$ cat config.mk
export PLATFORM = sky130hd
export DESIGN_NAME = pdm_cic_decimator
export DESIGN_NICKNAME = d
export VERILOG_FILES = /design/src/rtl/mic_pkg.sv /design/src/rtl/cic_comb_stage.sv /design/src/rtl/pdm_cic_decimator.sv
export SDC_FILE = /design/constraint.sdc
export NUM_CORES = 1
export LEC_CHECK = 0
export ABC_AREA = 1
export BUFFER_PORTS_ARGS = -buffer_cell sky130_fd_sc_hd__buf_2
export CORE_ASPECT_RATIO = 0.75
export CORE_MARGIN = 5
export CORE_UTILIZATION = 50
export CTS_CLUSTER_DIAMETER = 100
export DETAILED_ROUTE_END_ITERATION = 10
export GPL_ROUTABILITY_DRIVEN = 0
export PLACE_DENSITY = 0.66
export SETUP_SLACK_MARGIN = 0.4
export SLEW_MARGIN = 10
export SYNTH_ARGS = -nofsm -noshare
export SYNTH_HDL_FRONTEND = slang
export SYNTH_SLANG_ARGS = --single-unit
$ cat constraint.sdc
create_clock -name clk -period 8.3 [get_ports clk]
set_clock_uncertainty 0.2 [all_clocks]
set_input_delay 0.415 -clock clk [delete_from_list [all_inputs] [get_ports clk]]
set_output_delay 0.415 -clock clk [all_outputs]
set_load 0.01 [all_outputs]
$ cat src/rtl/mic_pkg.sv
// Shared constants and width helpers for the microphone front-end blocks.
// The array top and each per-mic decimator derive their widths from here.
package mic_pkg;

    localparam int DEC_FACTOR_DEF = 64;
    localparam int ORDER_DEF      = 4;
    localparam int OUT_WIDTH_DEF  = 19;

    function automatic int clog2(input int value);
        int result;
        int v;
        result = 0;
        v      = value - 1;
        while (v > 0) begin
            result = result + 1;
            v      = v >> 1;
        end
        return result;
    endfunction

    // Bit growth of an N-stage CIC with ratio R is N*log2(R); two extra bits
    // cover the signed +/-1 input and the +R^N full-scale corner.
    function automatic int acc_width(input int dec_factor, input int order);
        return order * clog2(dec_factor) + 2;
    endfunction

endpackage

$ cat src/rtl/cic_comb_stage.sv
// One CIC comb stage with differential delay 1: out = in - in_delayed.
// The delay register only advances in the comb cycle that follows a tick.
module cic_comb_stage #(
    parameter int ACC_WIDTH = 26
) (
    input  logic                        clk,
    input  logic                        reset_n,
    input  logic                        en,
    input  logic                        clear,
    input  logic signed [ACC_WIDTH-1:0] comb_in,
    output logic signed [ACC_WIDTH-1:0] comb_out
);

    logic signed [ACC_WIDTH-1:0] dly_q;
    logic signed [ACC_WIDTH-1:0] dly_d;

    always_comb begin
        dly_d = dly_q;
        if (clear) begin
            dly_d = '0;
        end else if (en) begin
            dly_d = comb_in;
        end
    end

    // Wraps modulo 2^ACC_WIDTH, which the CIC relies on to undo integrator wrap.
    assign comb_out = comb_in - dly_q;

    always_ff @(posedge clk or negedge reset_n) begin
        if (!reset_n) begin
            dly_q <= '0;
        end else begin
            dly_q <= dly_d;
        end
    end

endmodule

$ cat src/rtl/pdm_cic_decimator.sv
// PDM-to-PCM CIC decimator: ORDER integrators at the PDM strobe rate, ORDER
// comb stages run once per DEC_FACTOR samples, truncated to OUT_WIDTH bits.
module pdm_cic_decimator
    import mic_pkg::*;
#(
    parameter int DEC_FACTOR = DEC_FACTOR_DEF,
    parameter int ORDER      = ORDER_DEF,
    parameter int OUT_WIDTH  = OUT_WIDTH_DEF
) (
    input  logic                        clk,
    input  logic                        reset_n,
    input  logic                        sample_en,
    input  logic                        pdm,
    input  logic                        clear,
    output logic signed [OUT_WIDTH-1:0] data_out,
    output logic                        out_dv
);

    localparam int ACC_WIDTH = acc_width(DEC_FACTOR, ORDER);
    localparam int CNT_W     = clog2(DEC_FACTOR);
    localparam int WCNT_W    = clog2(ORDER + 1);
    localparam int SHIFT     = ACC_WIDTH - OUT_WIDTH;

    logic signed [ACC_WIDTH-1:0] integ_q [ORDER];
    logic signed [ACC_WIDTH-1:0] integ_d [ORDER];
    logic signed [ACC_WIDTH-1:0] x_s;
    logic        [CNT_W-1:0]     dcnt_q, dcnt_d;
    logic        [WCNT_W-1:0]    wcnt_q, wcnt_d;
    logic                        comb_pend_q, comb_pend_d;
    logic signed [OUT_WIDTH-1:0] data_out_q, data_out_d;
    logic                        out_dv_q, out_dv_d;
    logic                        tick;
    logic                        comb_en;
    logic signed [ACC_WIDTH-1:0] comb_c [ORDER+1];

    // pdm=1 -> +1 (0...01), pdm=0 -> -1 (1...11)
    assign x_s     = {{(ACC_WIDTH-1){~pdm}}, 1'b1};
    assign tick    = sample_en && (dcnt_q == CNT_W'(DEC_FACTOR - 1));
    assign comb_en = comb_pend_q && !clear;

    always_comb begin
        for (int k = 0; k < ORDER; k++) begin
            integ_d[k] = integ_q[k];
        end
        if (clear) begin
            for (int k = 0; k < ORDER; k++) begin
                integ_d[k] = '0;
            end
        end else if (sample_en) begin
            integ_d[0] = integ_q[0] + x_s;
            for (int k = 1; k < ORDER; k++) begin
                integ_d[k] = integ_q[k] + integ_d[k-1];
            end
        end
    end

    always_comb begin
        dcnt_d      = dcnt_q;
        comb_pend_d = 1'b0;
        if (clear) begin
            dcnt_d = '0;
        end else if (sample_en) begin
            dcnt_d      = dcnt_q + 1'b1;
            comb_pend_d = tick;
        end
    end

    // Combs read the integrator value registered at the tick edge, so a new
    // sample arriving in the comb cycle does not disturb this block's result.
    assign comb_c[0] = integ_q[ORDER-1];

    for (genvar g = 0; g < ORDER; g++) begin : g_comb
        cic_comb_stage #(
            .ACC_WIDTH (ACC_WIDTH)
        ) u_comb (
            .clk      (clk),
            .reset_n  (reset_n),
            .en       (comb_en),
            .clear    (clear),
            .comb_in  (comb_c[g]),
            .comb_out (comb_c[g+1])
        );
    end

    always_comb begin
        wcnt_d     = wcnt_q;
        data_out_d = data_out_q;
        out_dv_d   = 1'b0;
        if (clear) begin
            wcnt_d = '0;
        end else if (comb_en) begin
            data_out_d = OUT_WIDTH'(comb_c[ORDER] >>> SHIFT);
            if (wcnt_q == WCNT_W'(ORDER)) begin
                out_dv_d = 1'b1;
            end else begin
                wcnt_d = wcnt_q + 1'b1;
            end
        end
    end

    always_ff @(posedge clk or negedge reset_n) begin
        if (!reset_n) begin
            for (int k = 0; k < ORDER; k++) begin
                integ_q[k] <= '0;
            end
            dcnt_q      <= '0;
            wcnt_q      <= '0;
            comb_pend_q <= 1'b0;
            data_out_q  <= '0;
            out_dv_q    <= 1'b0;
        end else begin
            for (int k = 0; k < ORDER; k++) begin
                integ_q[k] <= integ_d[k];
            end
            dcnt_q      <= dcnt_d;
            wcnt_q      <= wcnt_d;
            comb_pend_q <= comb_pend_d;
            data_out_q  <= data_out_d;
            out_dv_q    <= out_dv_d;
        end
    end

    assign data_out = data_out_q;
    assign out_dv   = out_dv_q;

endmodule

==> impl_metrics.json, run 1 <==
{
  "crit_path_max_fanout": 15,
  "syn-mean-instance-area_sq_um": 7.77,
  "wire_per_inst_microns": 15.4,
  "slew_viol_final": 0,
  "hold_ws_ns": 0.186,
  "synthTopCellsByArea": "dfrtp_1 32%, ha_1 14%, nand2_1 9.1%, inv_1 7.2%, a21oi_1 5.3%",
  "grt_use_met1_pct": 35.5,
  "rows": 61,
  "finalSetupTns_ns": 0,
  "slew_headroom_pct": 37.9,
  "start_kind": "primary input",
  "setup.worst_path.end": "comb_c[129]$_DFFE_PN0P_",
  "synth_ff_type": "dfrtp_1",
  "rr_startpoint": "integ_q[78]$_DFFE_PN0P_",
  "nNetsFinal": 2670,
  "crit_type": "in2reg",
  "portBuffers": 24,
  "r2r-end": "comb_c[129]$_DFFE_PN0P_",
  "endpoint_kind": "flip-flop",
  "yosysTopAreaCell": "dfrtp_1",
  "core_sq_um": 37200,
  "antenna_found_initial": 0,
  "syn_inst": 2427,
  "tightest_slew_ns": 0.930,
  "max_freq_mhz": 140,
  "fin_crit_sh_pct": 86.4,
  "ys_seq_area_share_pct": 31.6,
  "dp_hpwl_microns": 33500,
  "dieArea_sq_um": 41800,
  "die_w_microns": 234,
  "multi_input_area_sq_um": 11400,
  "cts_setup_buffers": 0,
  "yosys_warnings": 0,
  "htree_num_levels": 1,
  "slowest_delay_ns": 0.52,
  "reg2reg_depth": 36,
  "async_reset_ff_share_pct": 100,
  "gr-total-overflow": 0,
  "seq_area_sq_um": 5960,
  "fillCellCount": 3503,
  "clk_pin_slew_ns": 0.06,
  "track_usage_pct": 21.8,
  "die_y_microns": 178,
  "grt_first_pass_wirelength_microns": 76600,
  "critPathSlowestCell": "inv_1",
  "met2_usage_pct": 29.9,
  "grt_max_degree": 151,
  "area_growth_pct": 9.07,
  "cts_buffer_depth": 3,
  "top_usage_layer": "met1",
  "cts_tree": "done",
  "synth.top_cell.area_share_pct": 31.6,
  "ant_nets": 0,
  "dr.first_iter.drc_count": 1377,
  "worstPathRequired_ns": 8.55,
  "dr.pass1.iters": 6,
  "rsz0062_at_grt": "no",
  "root_buffer": "clkbuf_16",
  "clk_latency_ns": 0.57,
  "initial_core_util_pct": 50.8,
  "vias": 16400,
  "mappedNetlistArea_sq_um": 18900,
  "min_period_ns": 7.17,
  "drv_cap": 0,
  "finalWirelength_microns": 45700,
  "synth-edff-count": 0,
  "drive_gt1_share_pct": 7.87,
  "r2r_slack_ns": 1.18,
  "hold_viol_final": 0,
  "cp-startpoint": "pdm",
  "hold_path.class": "in2reg",
  "io-pin-count": 25,
  "status": "complete, no violations",
  "synth_nets": 2647,
  "clock-sinks": 238,
  "diodes": 0,
  "arrival_ns": 7.41,
  "drc_errors": 0,
  "gr-usage-met3_pct": 4.28,
  "synth_cell_type_count": 58,
  "cts_made_buffers": 29,
  "vias_per_cell": 5.52,
  "setup_viol": 0,
  "ys_ff_latch": 238,
  "grt_pass1_vias": 15300
}
## synthesized netlist by cell type, drive strengths merged (19+ instances only)
library cell	count
a21o	21
a21oi	217
a22o	51
a31oi	24
clkbuf	43
dfrtp	238
ha	208
inv	364
nand2	481
nand3	100
nand4	19
nor2	119
nor3	29
o21ai	214
o22ai	47
xnor2	49
xor2	97
## worst min path at each step
| stage | startpoint | to | depth (start not counted) |
|---|---|---|---|
| 3_3_place_gp | wcnt_q[2]$_DFFE_PN0P_ | wcnt_q[2]$_DFFE_PN0P_ | 1 |
| 4_1_cts | pdm | integ_q[103]$_DFFE_PN0P_ | 5 |
| 3_5_place_dp | wcnt_q[2]$_DFFE_PN0P_ | wcnt_q[2]$_DFFE_PN0P_ | 1 |
| 2_1_floorplan | reset_n | comb_c[104]$_DFFE_PN0P_ | 0 |
| 6_report | pdm | integ_q[103]$_DFFE_PN0P_ | 5 |
| 5_1_grt | pdm | integ_q[103]$_DFFE_PN0P_ | 5 |
## through the flow
stage / cell area, sq um / worst slack (ns) / instances / utilization [%]
2_1_floorplan: 18900 / 1.94 / 2427 / -
3_3_place_gp: 19600 / 1.11 / 2920 / 52.6
3_5_place_dp: 19600 / 0.778 / 2920 / 52.6
4_1_cts: 20600 / 1.36 / 2969 / 55.4
5_1_grt: 20600 / 0.617 / 2969 / 55.4
6_report: 20600 / 1.13 / 2969 / 55.4
## registers in the layout, indices dropped and copies added (netlist names)
register / count
comb_c: 26
comb_pend_q: 1
data_out: 19
dcnt_q: 6
g_comb.u_comb.dly_q: 104
integ_q: 78
out_dv: 1
wcnt_q: 3
## cell usage in the layout (no fill, tap or decap), drive strengths merged
master / n
nand2: 481
inv: 366
dfrtp: 238
a21oi: 217
o21ai: 214
ha: 208
nor2: 119
nand3: 100
xor2: 97
a22o: 51
xnor2: 49
o22ai: 47
buf: 36
clkbuf: 35
nor3: 29
a31oi: 24
a21o: 21
nand4: 19
o21bai: 18
nor4: 13
a21boi: 10
or2: 9
o21a: 7
fa: 7
o221ai: 6
o211ai: 6
clkinv: 6
o211a: 5
bufinv: 5
o31ai: 4
nand3b: 4
dlygate4sd3: 3
and2: 2
a31o: 2
a211oi: 2
nor3b: 1
o2111ai: 1
a41oi: 1
o32ai: 1
a2111oi: 1
## cell type report
type	instances	area share (%)
Timing Repair Buffer	39	1.28
Clock inverter	11	0.894
Inverter	366	6.68
Tap cell	504	3.06
Multi-Input combinational cell	1776	55.3
Sequential cell	238	28.9
Clock buffer	35	3.88
## critical path: cells and delay by family
kind                     cells  cell delay (ns)
adder cells (fa/ha/maj)      4             1.35
AND/OR/NAND/NOR             15             1.83
AO/OA/AOI/OAI               10             2.27
buffers and inverters        6             0.93
XOR/XNOR                     3             0.63
## cell families after synthesis
| family | after synthesis | synth area share, % |
|---|---|---|
| DFF | 238 | 31.6 |
| and+or+nand+nor | 777 | 17.9 |
| AOI/OAI and AO/OA | 638 | 20.8 |
| adders and majority gates | 215 | 14.5 |
| buffers and inverters | 413 | 8.28 |
| xor gates and xnor gates | 146 | 6.94 |
## what timing repair did
item	CTS	global route
hold endpoints to repair	90	0
gates resized for setup	0	0
hold buffers	3	0
## per-layer routing
metal  routed length [microns]  vias up
met5                         0        -
met4                       640        0
met3                      3050       44
met2                     17400      421
met1                     24600     7692
li1                          -     8241
Power of run 1 is left out: the tool's default activity adds up to more than one toggle a clock period on the data nets, which glitch-free logic cannot reach.
==> inputs of run 2 (changes only) <==
- ABC_CLOCK_PERIOD_IN_PS: unset -> 8300
- PLACE_DENSITY: 0.66 -> 0.78
==> impl_metrics.json, run 2 (synthesis gave the netlist of run 1 again) <==
{
  "layout_commonest_cell": "nand2_1",
  "slew_headroom_pct": 30.6,
  "diodes": 0,
  "die_w_microns": 234,
  "min_period_ns": 7.06,
  "grt_max_degree": 101,
  "tightest_slew_ns": 1.04,
  "area_growth_pct": 9.13,
  "htree_num_levels": 1,
  "vias": 16900,
  "antenna_found_initial": 1,
  "nNetsFinal": 2668,
  "path_delay_family": "compound AO/OA/AOI/OAI gates",
  "grt_pass1_vias": 16100,
  "clk_pin_slew_ns": 0.06,
  "portBuffers": 24,
  "finalWirelength_microns": 46200,
  "cts_buffer_depth": 3,
  "top_layer": "met4",
  "arrival_ns": 7.31,
  "die_y_microns": 178,
  "drv_cap": 0,
  "endpoint_kind": "flip-flop",
  "max_freq_mhz": 142,
  "slowest_delay_ns": 0.45,
  "dr.first_iter.drc_count": 1646,
  "r2r_slack_ns": 1.24,
  "cts_made_buffers": 28,
  "crit_type": "reg2reg",
  "drc_errors": 0,
  "grt_first_pass_wirelength_microns": 77500,
  "io-pin-count": 25,
  "met1_length_microns": 22400,
  "status": "complete, no violations",
  "clock-sinks": 238,
  "rows": 61,
  "cp_num_buf_inv": 4,
  "hold_ws_ns": 0.0302,
  "rsz0062_at_grt": "no",
  "wire_per_inst_microns": 15.5,
  "critPathSlowestCell": "fa_1",
  "cts_setup_buffers": 0,
  "dr_wl_met3_microns": 3320,
  "track_usage_pct": 21.8,
  "vias_per_cell": 5.69,
  "finalSetupTns_ns": 0,
  "drive_gt1_share_pct": 8.06,
  "dr_wl_met2_microns": 19700,
  "hold_viol_final": 0,
  "crit_path_max_fanout": 4,
  "initial_core_util_pct": 50.8,
  "clk_latency_ns": 0.56,
  "dp_hpwl_microns": 33400,
  "worstPathRequired_ns": 8.55,
  "largest_register_ff_count": 104,
  "dieArea_sq_um": 41800,
  "dr.pass1.iters": 5,
  "gr-total-overflow": 0,
  "start_kind": "flip-flop",
  "cts_tree": "done",
  "ant_nets": 0,
  "setup_viol": 0,
  "slew_viol_final": 0,
  "layout_common_cells": "458 x nand2_1, 361 x inv_1, 238 x dfrtp_1",
  "fin_crit_sh_pct": 85.1,
  "regMostFlops": "g_comb.u_comb.dly_q",
  "core_sq_um": 37200,
  "root_buffer": "clkbuf_16",
  "hold_path.class": "in2reg"
}
## run 2: changes by cell type in the layout (fill, tap and decap cells not counted), sizes merged
| cell | change |
|---|---|
| clkbuf | +1 |
| clkinv | +4 |
| dlygate4sd3 | -1 |
| clkinvlp | +1 |
## run 2: through the flow
step	worst slack, ns	cell area (sq um)	cells	util (%)
floorplan	1.94	18900	2427	-
global placement	1.31	19600	2920	52.6
detailed placement	1.01	19600	2920	52.6
CTS	1.42	20600	2974	55.4
global route	0.664	20600	2974	55.4
finish	1.24	20600	2974	55.4
## run 2: timing repair
item | in CTS | in global routing
hold buffers | 2 | 0
endpoints found under the hold margin | 99 | 0
gates resized for setup | 0 | 0
## run 2: final cells by class
class | instances | area [sq um]
clock buffers | 36 | 802
clock inverters | 16 | 215
fillers | 3273 | 16600
inverters | 366 | 1370
multi-input cells | 1776 | 11400
flip-flops and latches | 238 | 5960
well taps | 504 | 631
repair buffers | 38 | 240
## run 2: layer usage
layer	vias to the layer above	GRT usage [%]
met3	65	3.31
met4	0	4.21
li1	8233	-
met5	-	0
met2	564	33.2
met1	8047	33.2
## run 2: worst paths after layout
path / to / cells after the start / from
setup / recovery: comb_c[129]$_DFFE_PN0P_ / 36 / integ_q[78]$_DFFE_PN0P_
min in group asynchronous: g_comb[2].u_comb.dly_q[1]$_DFFE_PN0P_ / 2 / reset_n
max in group asynchronous: g_comb[1].u_comb.dly_q[25]$_DFFE_PN0P_ / 3 / reset_n
hold reg to reg: data_out[18]$_DFFE_PN0P_ / 2 / data_out[18]$_DFFE_PN0P_
hold / removal: dcnt_q[3]$_DFFE_PN0P_ / 2 / clear
setup reg to reg: comb_c[129]$_DFFE_PN0P_ / 36 / integ_q[78]$_DFFE_PN0P_
## run 2: worst reg2reg max path, delay by kind of cell (launching register included)
family                     cells  cell delay, ns
DFF                            1            0.42
xor gates and xnor gates       3            0.66
buffers and inverters          4            0.29
and+or+nand+nor               15            1.81
AOI/OAI and AO/OA             10            2.17
adders and majority gates      4            1.40
Power of run 2 is left out for the same reason.
==> inputs of run 3 (changes only) <==
- RECOVER_POWER: unset -> 50
- REMOVE_ABC_BUFFERS: unset -> 1
==> impl_metrics.json, run 3 (synthesis gave the netlist of run 1 again) <==
{
  "nNetsFinal": 2663,
  "tightest_slew_ns": 4.11,
  "slew_headroom_pct": -174,
  "cts_buffer_depth": 3,
  "dp_hpwl_microns": 32100,
  "core_sq_um": 37200,
  "crit_path_max_fanout": 17,
  "min_from": "sample_en",
  "path_delay_family": "compound AO/OA/AOI/OAI gates",
  "fillCellCount": 3303,
  "layout_commonest_cell": "nand2_1",
  "hold_viol_final": 0,
  "grt_max_degree": 185,
  "post-place-ws_ns": 0.777,
  "status": "finished with violations",
  "finalWirelength_microns": 44500,
  "finalSetupTns_ns": 0,
  "ant_nets": 0,
  "drive_gt1_share_pct": 6.63,
  "max_freq_mhz": 140,
  "regMostFlops": "g_comb.u_comb.dly_q",
  "gr-total-overflow": 0,
  "antenna_found_initial": 0,
  "cts_made_buffers": 27,
  "place_area_sq_um": 19500,
  "rr_startpoint": "comb_c[104]$_DFFE_PN0P_",
  "cts_setup_buffers": 0,
  "r2r_slack_ns": 1.33,
  "track_usage_pct": 21.1,
  "min_period_ns": 7.13,
  "diodes": 0,
  "root_buffer": "clkbuf_16",
  "critPathSlowestCell": "inv_1",
  "io-pin-count": 25,
  "area_growth_pct": 8.16,
  "wire_per_inst_microns": 15.0,
  "cp-startpoint": "pdm",
  "start_kind": "primary input",
  "critPathMostFrequentCell": "nand2_1",
  "hold_path.class": "in2reg",
  "dr.pass1.iters": 5,
  "fin_crit_sh_pct": 85.9,
  "setup_viol": 0,
  "crit_type": "in2reg",
  "drc_errors": 0,
  "setup_slack_ns": 1.17,
  "rows": 61,
  "grt_pass1_vias": 16000,
  "violations": "max-capacitance violations, max-slew violations",
  "clk_pin_slew_ns": 0.06,
  "worstPathRequired_ns": 8.52,
  "slew_viol_final": 405,
  "arrival_ns": 7.35,
  "htree_num_levels": 1,
  "clk_latency_ns": 0.55,
  "clock-sinks": 238,
  "die_y_microns": 178,
  "die_w_microns": 234,
  "layout_common_cells": "458 x nand2_1, 361 x inv_1, 238 x dfrtp_1",
  "fin_area_sq_um": 20400,
  "grt_first_pass_wirelength_microns": 75500,
  "vias_per_cell": 5.56,
  "dieArea_sq_um": 41800,
  "cts_tree": "done",
  "drv_cap": 4,
  "cp_num_buf_inv": 5,
  "vias": 16500,
  "initial_core_util_pct": 50.8,
  "endpoint_kind": "flip-flop",
  "rsz0062_at_grt": "no",
  "largest_register_ff_count": 104,
  "seq_area_sq_um": 5960,
  "multi_input_area_sq_um": 11400,
  "dr.first_iter.drc_count": 1255,
  "ctsResizeCount": 0,
  "portBuffers": 24,
  "slowest_delay_ns": 0.55
}
run 3: cell type report:
cell class,instances,area share [%]
inverters,366,6.73
clock buffers,36,3.72
clock inverters,9,0.742
multi-input cells,1776,55.7
repair buffers,34,0.797
well taps,504,3.09
flip-flops and latches,238,29.2
run 3: repair_timing:
item                       in CTS  in global routing
hold buffers                    1                  0
hold endpoints to repair       54                  0
setup endpoints to repair       0                  0
run 3: final timing paths:
path,end,cells after the start
min,dcnt_q[2]$_DFFE_PN0P_,3
min reg2reg,wcnt_q[2]$_DFFE_PN0P_,1
max reg2reg,data_out[18]$_DFFE_PN0P_,36
min in group asynchronous,g_comb[3].u_comb.dly_q[3]$_DFFE_PN0P_,2
max in group asynchronous,comb_c[128]$_DFFE_PN0P_,3
max,comb_c[129]$_DFFE_PN0P_,36
run 3: routing by layer:
layer	up-vias	part of all wire [%]	global-route usage (%)
li1	8217	-	-
met1	7780	50	31.8
met2	426	42	32.6
met3	50	6.4	3.45
met4	0	1.5	3.74
met5	-	0	0
run 3: through the flow:
| stage | std cells | util, % | hold slack (ns) |
|---|---|---|---|
| floorplan | 2380 | - | -0.0806 |
| global placement | 2917 | 52.6 | 0.168 |
| detailed placement | 2917 | 52.6 | 0.176 |
| CTS | 2963 | 55.1 | 0.00435 |
| global route | 2963 | 54.9 | 0.0557 |
| finish | 2963 | 54.9 | 0.0341 |
run 3: tightest hold or removal path: stages:
cell and delay [ns]:
buf_2 0.14, a21oi_1 0.08, nor2_1 0.10
Power of run 3 is left out for the same reason.
